$ cat config.mk
export PLATFORM = sky130hd
export DESIGN_NAME = song_sequencer_flat
export DESIGN_NICKNAME = d
export VERILOG_FILES = /design/src/rtl/game_pkg.sv /design/src/rtl/song_sequencer_if.sv /design/src/rtl/tick_prescaler.sv /design/src/rtl/song_sequencer.sv /design/src/flat_wrapper.sv
export SDC_FILE = /design/constraint.sdc
export NUM_CORES = 1
export LEC_CHECK = 0
export BUFFER_PORTS_ARGS = -buffer_cell sky130_fd_sc_hd__buf_2
export CORE_MARGIN = 2
export CORE_UTILIZATION = 45
export CTS_BUF_LIST = sky130_fd_sc_hd__clkbuf_16
export DETAILED_ROUTE_END_ITERATION = 8
export GPL_TIMING_DRIVEN = 0
export PLACE_DENSITY_LB_ADDON = 0.25
export SLEW_MARGIN = 10
export SYNTH_ARGS = -nofsm -noshare
export SYNTH_HDL_FRONTEND = slang
export SYNTH_SLANG_ARGS = --single-unit
$ cat constraint.sdc
create_clock -name clk_in -period 2.3 [get_ports clk_in]
set_clock_uncertainty 0.05 [all_clocks]
set_input_delay 0.46 -clock clk_in [delete_from_list [all_inputs] [get_ports clk_in]]
set_output_delay 0.46 -clock clk_in [all_outputs]
set_load 0.03 [all_outputs]
$ cat src/rtl/game_pkg.sv
// Shared types and constants for the note-block play pipeline.
// Song time is an 18-bit count of 10 ms units.
package game_pkg;

  localparam int TIME_W  = 18;
  localparam int FF_STEP = 4;

  typedef enum logic [2:0] {IDLE, LOAD, PLAY, PAUSE, DONE} seq_state_t;

  // Unsigned add clamped to lim, computed one bit wider so it cannot wrap.
  function automatic logic [TIME_W-1:0] sat_add(input logic [TIME_W-1:0] a,
                                                input logic [TIME_W-1:0] b,
                                                input logic [TIME_W-1:0] lim);
    logic [TIME_W:0] sum;
    sum = {1'b0, a} + {1'b0, b};
    return (sum >= {1'b0, lim}) ? lim : sum[TIME_W-1:0];
  endfunction

endpackage

$ cat src/rtl/song_sequencer_if.sv
// Control pulses in and song time / status out; the sequencer uses the slave view.
// ff_in exists only when FAST_FORWARD_EN is defined.
interface song_sequencer_if;

  logic                       start_in;
  logic                       pause_in;
  logic                       restart_in;
`ifdef FAST_FORWARD_EN
  logic                       ff_in;
`endif
  logic [game_pkg::TIME_W-1:0] curr_time_out;
  logic                       tick_out;
  logic                       loader_rst_out;
  logic                       playing_out;
  logic                       song_done_out;

`ifdef FAST_FORWARD_EN
  modport master (output start_in, pause_in, restart_in, ff_in,
                  input  curr_time_out, tick_out, loader_rst_out, playing_out, song_done_out);
  modport slave  (input  start_in, pause_in, restart_in, ff_in,
                  output curr_time_out, tick_out, loader_rst_out, playing_out, song_done_out);
`else
  modport master (output start_in, pause_in, restart_in,
                  input  curr_time_out, tick_out, loader_rst_out, playing_out, song_done_out);
  modport slave  (input  start_in, pause_in, restart_in,
                  output curr_time_out, tick_out, loader_rst_out, playing_out, song_done_out);
`endif

endinterface

$ cat src/rtl/tick_prescaler.sv
// Divides the clock down to one wrap per CYCLES_PER_TICK enabled cycles.
// wrap_out is combinational on the last count; holding en_in low freezes the count.
module tick_prescaler #(
  parameter int CYCLES_PER_TICK = 742_500
) (
  input  logic clk_in,
  input  logic rst_in,
  input  logic clear_in,
  input  logic en_in,
  output logic wrap_out
);

  localparam int            CW   = $clog2(CYCLES_PER_TICK);
  localparam logic [CW-1:0] LAST = CW'(CYCLES_PER_TICK - 1);

  logic [CW-1:0] count;

  assign wrap_out = en_in && (count == LAST);

  always_ff @(posedge clk_in) begin
    if (rst_in || clear_in) begin
      count <= '0;
    end else if (en_in) begin
      count <= wrap_out ? '0 : count + 1'b1;
    end
  end

endmodule

$ cat src/rtl/song_sequencer.sv
// Play controller: owns song time, sequences loader reset/preload, pause, restart, end.
// All outputs registered; an input pulse takes effect the next cycle. FAST_FORWARD_EN adds ff_in.
module song_sequencer
  import game_pkg::*;
#(
  parameter int                CYCLES_PER_TICK = 742_500,
  parameter int                PRELOAD_CYCLES  = 16,
  parameter logic [TIME_W-1:0] SONG_END_TIME   = 18'd400
) (
  input  logic            clk_in,
  input  logic            rst_in,
  song_sequencer_if.slave bus
);

  localparam int            PW      = $clog2(PRELOAD_CYCLES);
  localparam logic [PW-1:0] PL_LAST = PW'(PRELOAD_CYCLES - 1);

  seq_state_t        state;
  seq_state_t        next_state;
  logic [TIME_W-1:0] curr_time;
  logic [TIME_W-1:0] time_next;
  logic [TIME_W-1:0] step;
  logic [PW-1:0]     preload;
  logic              enter_load;
  logic              run;
  logic              wrap;
  logic              tick;
  logic              tick_next;
  logic              loader_rst;
  logic              playing;
  logic              done;

  // Prescaler only advances on PLAY cycles that are not being pre-empted.
  assign run = (state == PLAY) && !bus.restart_in && !bus.pause_in;

`ifdef FAST_FORWARD_EN
  assign step = bus.ff_in ? TIME_W'(FF_STEP) : TIME_W'(1);
`else
  assign step = TIME_W'(1);
`endif

  tick_prescaler #(
    .CYCLES_PER_TICK(CYCLES_PER_TICK)
  ) u_prescaler (
    .clk_in   (clk_in),
    .rst_in   (rst_in),
    .clear_in (enter_load),
    .en_in    (run),
    .wrap_out (wrap)
  );

  always_comb begin
    next_state = state;
    enter_load = 1'b0;
    tick_next  = 1'b0;
    time_next  = curr_time;
    unique case (state)
      IDLE: begin
        if (bus.start_in) enter_load = 1'b1;
      end
      LOAD: begin
        if (bus.restart_in)          enter_load = 1'b1;
        else if (preload == PL_LAST) next_state = PLAY;
      end
      PLAY: begin
        if (bus.restart_in) begin
          enter_load = 1'b1;
        end else if (bus.pause_in) begin
          next_state = PAUSE;
        end else if (wrap) begin
          tick_next = 1'b1;
          time_next = sat_add(curr_time, step, SONG_END_TIME);
          if (time_next == SONG_END_TIME) next_state = DONE;
        end
      end
      PAUSE: begin
        if (bus.restart_in)    enter_load = 1'b1;
        else if (bus.start_in) next_state = PLAY;
      end
      DONE: begin
        if (bus.restart_in || bus.start_in) enter_load = 1'b1;
      end
      default: next_state = IDLE;
    endcase
    if (enter_load) begin
      next_state = LOAD;
      time_next  = '0;
    end
  end

  always_ff @(posedge clk_in) begin
    if (rst_in) begin
      state      <= IDLE;
      curr_time  <= '0;
      tick       <= 1'b0;
      loader_rst <= 1'b1;
      preload    <= '0;
      playing    <= 1'b0;
      done       <= 1'b0;
    end else begin
      state      <= next_state;
      curr_time  <= time_next;
      tick       <= tick_next;
      loader_rst <= enter_load || (next_state == IDLE);
      preload    <= (next_state == LOAD && !enter_load) ? preload + 1'b1 : '0;
      playing    <= (next_state == PLAY);
      done       <= (next_state == DONE);
    end
  end

  assign bus.curr_time_out  = curr_time;
  assign bus.tick_out       = tick;
  assign bus.loader_rst_out = loader_rst;
  assign bus.playing_out    = playing;
  assign bus.song_done_out  = done;

endmodule

$ cat src/flat_wrapper.sv
// flat-port wrapper written by rule: the top's interface ports become plain ports
module song_sequencer_flat import game_pkg::*;
#(
  parameter int                CYCLES_PER_TICK = 742_500,
  parameter int                PRELOAD_CYCLES  = 16,
  parameter logic [TIME_W-1:0] SONG_END_TIME   = 18'd400
)
  (clk_in, rst_in, bus_start_in, bus_pause_in, bus_restart_in, bus_curr_time_out, bus_tick_out, bus_loader_rst_out, bus_playing_out, bus_song_done_out);
  song_sequencer_if bus_i ();
  input  logic clk_in;
  input  logic rst_in;
  input wire logic [$bits(bus_i.start_in)-1:0] bus_start_in;
  input wire logic [$bits(bus_i.pause_in)-1:0] bus_pause_in;
  input wire logic [$bits(bus_i.restart_in)-1:0] bus_restart_in;
  output wire logic [$bits(bus_i.curr_time_out)-1:0] bus_curr_time_out;
  output wire logic [$bits(bus_i.tick_out)-1:0] bus_tick_out;
  output wire logic [$bits(bus_i.loader_rst_out)-1:0] bus_loader_rst_out;
  output wire logic [$bits(bus_i.playing_out)-1:0] bus_playing_out;
  output wire logic [$bits(bus_i.song_done_out)-1:0] bus_song_done_out;
  assign bus_i.start_in = bus_start_in;
  assign bus_i.pause_in = bus_pause_in;
  assign bus_i.restart_in = bus_restart_in;
  assign bus_curr_time_out = bus_i.curr_time_out;
  assign bus_tick_out = bus_i.tick_out;
  assign bus_loader_rst_out = bus_i.loader_rst_out;
  assign bus_playing_out = bus_i.playing_out;
  assign bus_song_done_out = bus_i.song_done_out;
  song_sequencer #(.CYCLES_PER_TICK(CYCLES_PER_TICK), .PRELOAD_CYCLES(PRELOAD_CYCLES), .SONG_END_TIME(SONG_END_TIME)) u_core (.clk_in(clk_in), .rst_in(rst_in), .bus(bus_i));
endmodule
==> Yosys cells after proc, flatten, opt, wreduce, memory -nomap -nowiden <==
Cells that the tools add are included.
{ "totals": {"wordCells": 61, "latchBits": 0, "ram_bits": 0, "rom_bits": 0, "register_bits": 49, "mem_count": 0, "output_inout_bits": 22, "input_bits": 5} }
{ "op_classes": {"reduce_logical": 18, "n_lt_le_gt_ge": 1, "bitwise": 4, "div": 0, "n_eq_ne": 10, "n_mux": 17, "mul": 0, "shifts": 0, "addsub": 3} }
{ "op_table": {"columns": ["op", "n"], "rows": [
  ["$mux W3", 9],
  ["$add A20 B1 Y20 const B", 1],
  ["$eq A20 B20 Y1 const B", 1],
  ["$mux W20", 1],
  ["$add A18 B1 Y19 const B", 1],
  ["$ge A19 B9 Y1 const B", 1],
  ["$eq A18 B9 Y1 const B", 1],
  ["$mux W18", 1],
  ["$pmux W3 S4", 1],
  ["$eq A3 B2 Y1 const B", 3],
  ["$eq A3 B1 Y1 const B", 2],
  ["$eq A3 B3 Y1 const B", 2],
  ["$logic_not A3 Y1", 2],
  ["$reduce_or A2 Y1", 3],
  ["$add A4 B1 Y4 const B", 1],
  ["$eq A4 B4 Y1 const B", 1],
  ["$logic_and A1 B1 Y1", 4],
  ["$mux W1", 4],
  ["$not A1 Y1", 4],
  ["$reduce_and A4 Y1", 1],
  ["$reduce_or A4 Y1", 1],
  ["$logic_not A1 Y1", 3],
  ["$logic_or A1 B1 Y1", 3],
  ["$pmux W1 S3", 1],
  ["$reduce_or A3 Y1", 1]
]} }

==> Longest topological paths before layout <==
{ "logic_depth": {"ltp_word": 14, "mapped_depth": 8} }

==> Modules after synthesis <==
Synthesis repeated with hierarchy kept, for this count alone.
{ "hier_totals": {"hier_cells": 303, "area_unflattened_um2": 2566.2} }
{ "by_module_without_submodules": {"columns": ["mod", "n_inst", "area_per_inst_um2", "cells_each"], "rows": [
  ["song_sequencer", 1, 1576.5, 192],
  ["tick_prescaler", 1, 989.7, 111]
]} }

==> Worst setup path before layout <==
OpenSTA, ideal clock, no wires.
{ "synth_timing": {"kind": "register to register", "start": "register u_core.curr_time[0], in the netlist u_core.bus.curr_time_out[0]", "end": "register u_core.curr_time[4], in the netlist u_core.bus.curr_time_out[4]", "setup_time_ns": 0.120, "stages_incl_launch_ff": 8, "required_time_ns": 2.130, "t_arrival_ns": 2.568, "n_path_buf": 0, "path_slack_ns": -0.438, "path_cell_list": "dfxtp_1 ha_1 nand4_2 nor4_1 mux2_2 a2111oi_4 nand3_2 a211o_1"} }
{ "synth_via": {"elab_chain_len": 3} }
{ "synth_rtl": {"columns": ["element", "line_no", "rtl"], "rows": [
  ["start: declaration", "song_sequencer.sv:20", "logic [TIME_W-1:0] curr_time;"],
  ["start signal: assignment", "song_sequencer.sv:102", "curr_time <= time_next;"],
  ["$add A18 B1 Y19 *", "game_pkg.sv:15", "sum = {1'b0, a} + {1'b0, b};"],
  ["$ge A19 B9 Y1", "game_pkg.sv:16", "return (sum >= {1'b0, lim}) ? lim : sum[TIME_W-1:0];"],
  ["$mux W18 *", "game_pkg.sv:16", null]
]} }
Mark *: on every way between the ends. The rest lies on a longest branch, timed or not.
A chain may end at the register's enable or synchronous reset.

==> Final worst setup path <==
{ "layout_timing": {"start": "register u_core.u_prescaler.count[7]", "end": "register u_core.curr_time[2], in the netlist u_core.bus.curr_time_out[2]"} }
{ "layout_via": {"elab_chain_len": 3} }
{ "layout_rtl": {"columns": ["element", "line_no", "rtl"], "rows": [
  ["start: declaration", "tick_prescaler.sv:16", "logic [CW-1:0] count;"],
  ["start signal: assignment", "tick_prescaler.sv:24", "count <= wrap_out ? '0 : count + 1'b1;"],
  ["$eq A20 B20 Y1", "tick_prescaler.sv:18", "assign wrap_out = en_in && (count == LAST);"],
  ["$logic_and A1 B1 Y1", "tick_prescaler.sv:18", null],
  ["$reduce_and A4 Y1 (no line)", null, null]
]} }
No other way between the ends.

==> results.py <==
metrics = {
    "hold_path": {
        "whs_endpoint": "u_core.preload[0]$_SDFF_PP0_",
        "min_path_cells": 1,
        "hold_path_class": "reg2reg",
        "worstHoldStart": "u_core.preload[0]$_SDFF_PP0_",
    },
    "cells_and_area": {
        "final_core_util_pct": 58.0,
        "fin_nets": 365,
        "n_antenna_cell": 0,
        "fillers": 538,
        "final_cells": 433,
        "drive_gt1_share_pct": 32.4,
        "design_area_um2": 3370,
        "area_growth_pct": 26.6,
    },
    "synth": {
        "synth-seq-cells": 49,
        "synthFlopType": "dfxtp_1",
        "yosysWarnings": 0,
        "syn_area_um2": 2660,
        "netlist_instances": 305,
        "synth_area_per_cell_um2": 8.73,
        "synth-edff-count": 0,
        "yosysSeqAreaShare_pct": 36.8,
        "synth_cell_type_count": 61,
        "syn_nets": 313,
        "async_flop_share_pct": 0,
    },
    "setup_path": {
        "rr_startpoint": "u_core.u_prescaler.count[7]$_SDFFE_PP0P_",
        "cp.required_ns": 2.48,
        "setup.worst_path.class": "reg2reg",
        "rrSetupSlack_ns": -0.04,
        "r2r-end": "u_core.bus.curr_time_out[2]$_SDFFE_PP0P_",
        "end_kind": "register",
        "startpoint_type": "register",
        "critPathMaxFanout": 5,
        "r2r_cells": 6,
        "crit_arrival_ns": 2.51,
    },
    "sta": {
        "worst_slack_ns": -0.0355,
        "rsz0062_at_grt": "true",
        "fmax_ghz": 0.428,
        "slew_violations": 0,
        "hold_violations": 0,
        "fin_setup_tns_ns": -0.105,
        "worstMarginPinSlew_ns": 0.565,
        "post-route-period-util_pct": 102,
        "setup_viol": 4,
        "fin_crit_ns": 2.34,
        "slew_headroom_pct": 62.0,
    },
    "global_route": {
        "antenna_found_initial": 0,
        "grt_pass1_wl_um": 10400,
        "grt_overflow_total": 0,
        "grt_pass1_vias": 2216,
        "grt_max_degree": 15,
        "grt_usage_pct": 20.1,
    },
    "die": {
        "std_cell_rows": 28,
        "die_h_um": 80.9,
        "ioPinCount": 27,
        "die_area_um2": 6550,
        "start_util_pct": 45.8,
        "core_um2": 5820,
        "fp.dieW_um": 80.9,
    },
    "detailed_routing": {
        "drtAntennaViolNets": 0,
        "wl_um": 6330,
        "initialDrtViolationCount": 88,
        "remaining_drc_errors": 0,
        "num_vias": 2442,
        "avgViaCountPerCell": 5.64,
        "first_pass_iters": 4,
        "post_drt_wl_per_cell_um": 14.6,
    },
    "place": {
        "port_buffers": 26,
        "dp_slack_ns": -0.401,
        "dp_hpwl_um": 4240,
        "gp_congestion": 0.874,
        "dpl-instance-area_um2": 2970,
        "dpl.cell_count": 406,
    },
    "power": {
        "worst_ir_drop_vdd_v": 0.000383,
        "p_leak_nw": 1.36,
        "powerDensity_nw_per_um2": 477,
    },
    "clock_tree": {
        "cts_tree": "built",
        "cts-root-buf": "clkbuf_16",
        "cts_buffers": 5,
        "ctsHoldBuffers": 0,
        "clock_latency_ns": 0.28,
        "ctsLongestPathBuffers": 2,
        "cts.sinks": 49,
        "cts-htree-levels": 2,
        "clkTransAtPathRegs_ns": 0.07,
    },
    "run_status": {
        "violations": "negative setup slack",
        "status": "finished with violations",
    },
    "job": {
        "drv_cap": 0,
    },
}
[logic make-up (layout without fill, tap and decap cells)]
family,after synthesis,in the layout,share of synthesized area (%)
AO/OA/AOI/OAI,44,44,12.4
XOR/XNOR,20,20,6.58
adder cells (fa/ha/maj),3,3,1.41
buffers and inverters,16,68,3.15
flip-flops,49,49,36.8
multiplexers,2,2,0.798
AND/OR/NAND/NOR,171,172,38.8
[worst max-delay path by stage]
stage	depth (start not counted)	endpoint	startpoint	slack, ns
floorplan	7	u_core.bus.curr_time_out[4]$_SDFFE_PP0P_	u_core.bus.curr_time_out[6]$_SDFFE_PP0P_	0.02
global placement	8	u_core.u_prescaler.count[12]$_SDFFE_PP0P_	bus_restart_in	-0.37
detailed placement	8	u_core.u_prescaler.count[12]$_SDFFE_PP0P_	bus_restart_in	-0.40
CTS	7	u_core.u_prescaler.count[18]$_SDFFE_PP0P_	u_core.u_prescaler.count[0]$_SDFFE_PP0P_	-0.0001
global route	6	u_core.bus.curr_time_out[2]$_SDFFE_PP0P_	u_core.u_prescaler.count[7]$_SDFFE_PP0P_	-0.13
finish	6	u_core.bus.curr_time_out[2]$_SDFFE_PP0P_	u_core.u_prescaler.count[7]$_SDFFE_PP0P_	-0.04
[flip-flops by register name (all words and copies together), names as in the netlist]
| register | cells |
|---|---|
| u_core.bus.song_done_out | 1 |
| u_core.state | 3 |
| u_core.preload | 4 |
| u_core.u_prescaler.count | 20 |
| u_core.bus.playing_out | 1 |
| u_core.bus.tick_out | 1 |
| u_core.bus.curr_time_out | 18 |
| u_core.bus.loader_rst_out | 1 |
[layer usage]
layer  vias up  track usage [%]  routed length, um
met5         -                0                  0
met4         0             6.10                 48
met3         8             3.67                245
met2        62             33.9               3070
met1      1147             26.2               2970
li1       1225                -                  -
[layout make-up]
type	instances	area [um^2]	share of cell area (%)
multi-input cells	241	1760	52.3
flip-flops and latches	49	1020	30.2
repair buffers	44	265	7.86
clock buffers	5	125	3.71
well taps	75	93.8	2.78
plain buffers	10	70.1	2.08
inverters	6	22.5	0.668
clock inverters	3	15.0	0.445
[power by group]
part	leakage, nW	internal [mW]	switching (mW)	total [mW]
sequential	0.406	0.845	0.00190	0.847
clock	0.0724	0.395	0.305	0.701
combinational	0.879	0.0164	0.0444	0.0608
total	1.36	1.26	0.351	1.61
[through the flow]
step                      power (mW)  hold WS, ns
after CTS                       1.63        0.397
final                           1.61        0.397
after floorplan                0.905        0.368
after global placement         0.926        0.386
after global routing            1.67        0.402
after detailed placement       0.927        0.386
[cell usage in the layout (no fill, tap or decap), types with 8 or more instances in the layout]
cell type  Yosys  final
dfxtp_1       49     31
and3_1        13     13
o21ai_0        8      8
nor2_1        39     38
a21oi_1       10     10
nand4_1        8      8
buf_2          4     28
nand2_1       27     26
dfxtp_2        0     12
xor2_1        10     10
xnor2_1       10     10
inv_1          6      8
nand3_1       12     10
buf_4          0     20
[synthesized netlist by cell type (4+ instances only)]
library cell	count	area share, %
dfxtp_1	49	37
nor2_1	39	5.5
nand2_1	27	3.8
and3_1	13	3.1
nand3_1	12	2.3
a21oi_1	10	1.9
xnor2_1	10	3.3
xor2_1	10	3.3
nand4_1	8	1.9
nor3_1	8	1.5
nor4_1	8	1.9
o21ai_0	8	1.5
or3_1	7	1.6
inv_1	6	0.85
and2_1	5	1.2
nor2b_1	5	1.2
a211o_1	4	1.3
and4_1	4	1.3
buf_2	4	0.75
nand3b_1	4	1.1
o2111ai_1	4	1.3
[repair_timing]
action,CTS,global route
buffers inserted,8,10
endpoints found under the setup margin,21,26
pin swaps,6,18
cloned,1,0
resized for setup,10,15
[worst max-delay path, stage by stage, from the launching register on]
cell,delay (ns)
dfxtp_1,0.36
or4b_4,0.58
nor4_4,0.31
nand4b_1,0.20
a2111oi_4,0.51
o2111ai_2,0.19
nand2_1,0.08
Power figures use the tool's default switching activity.
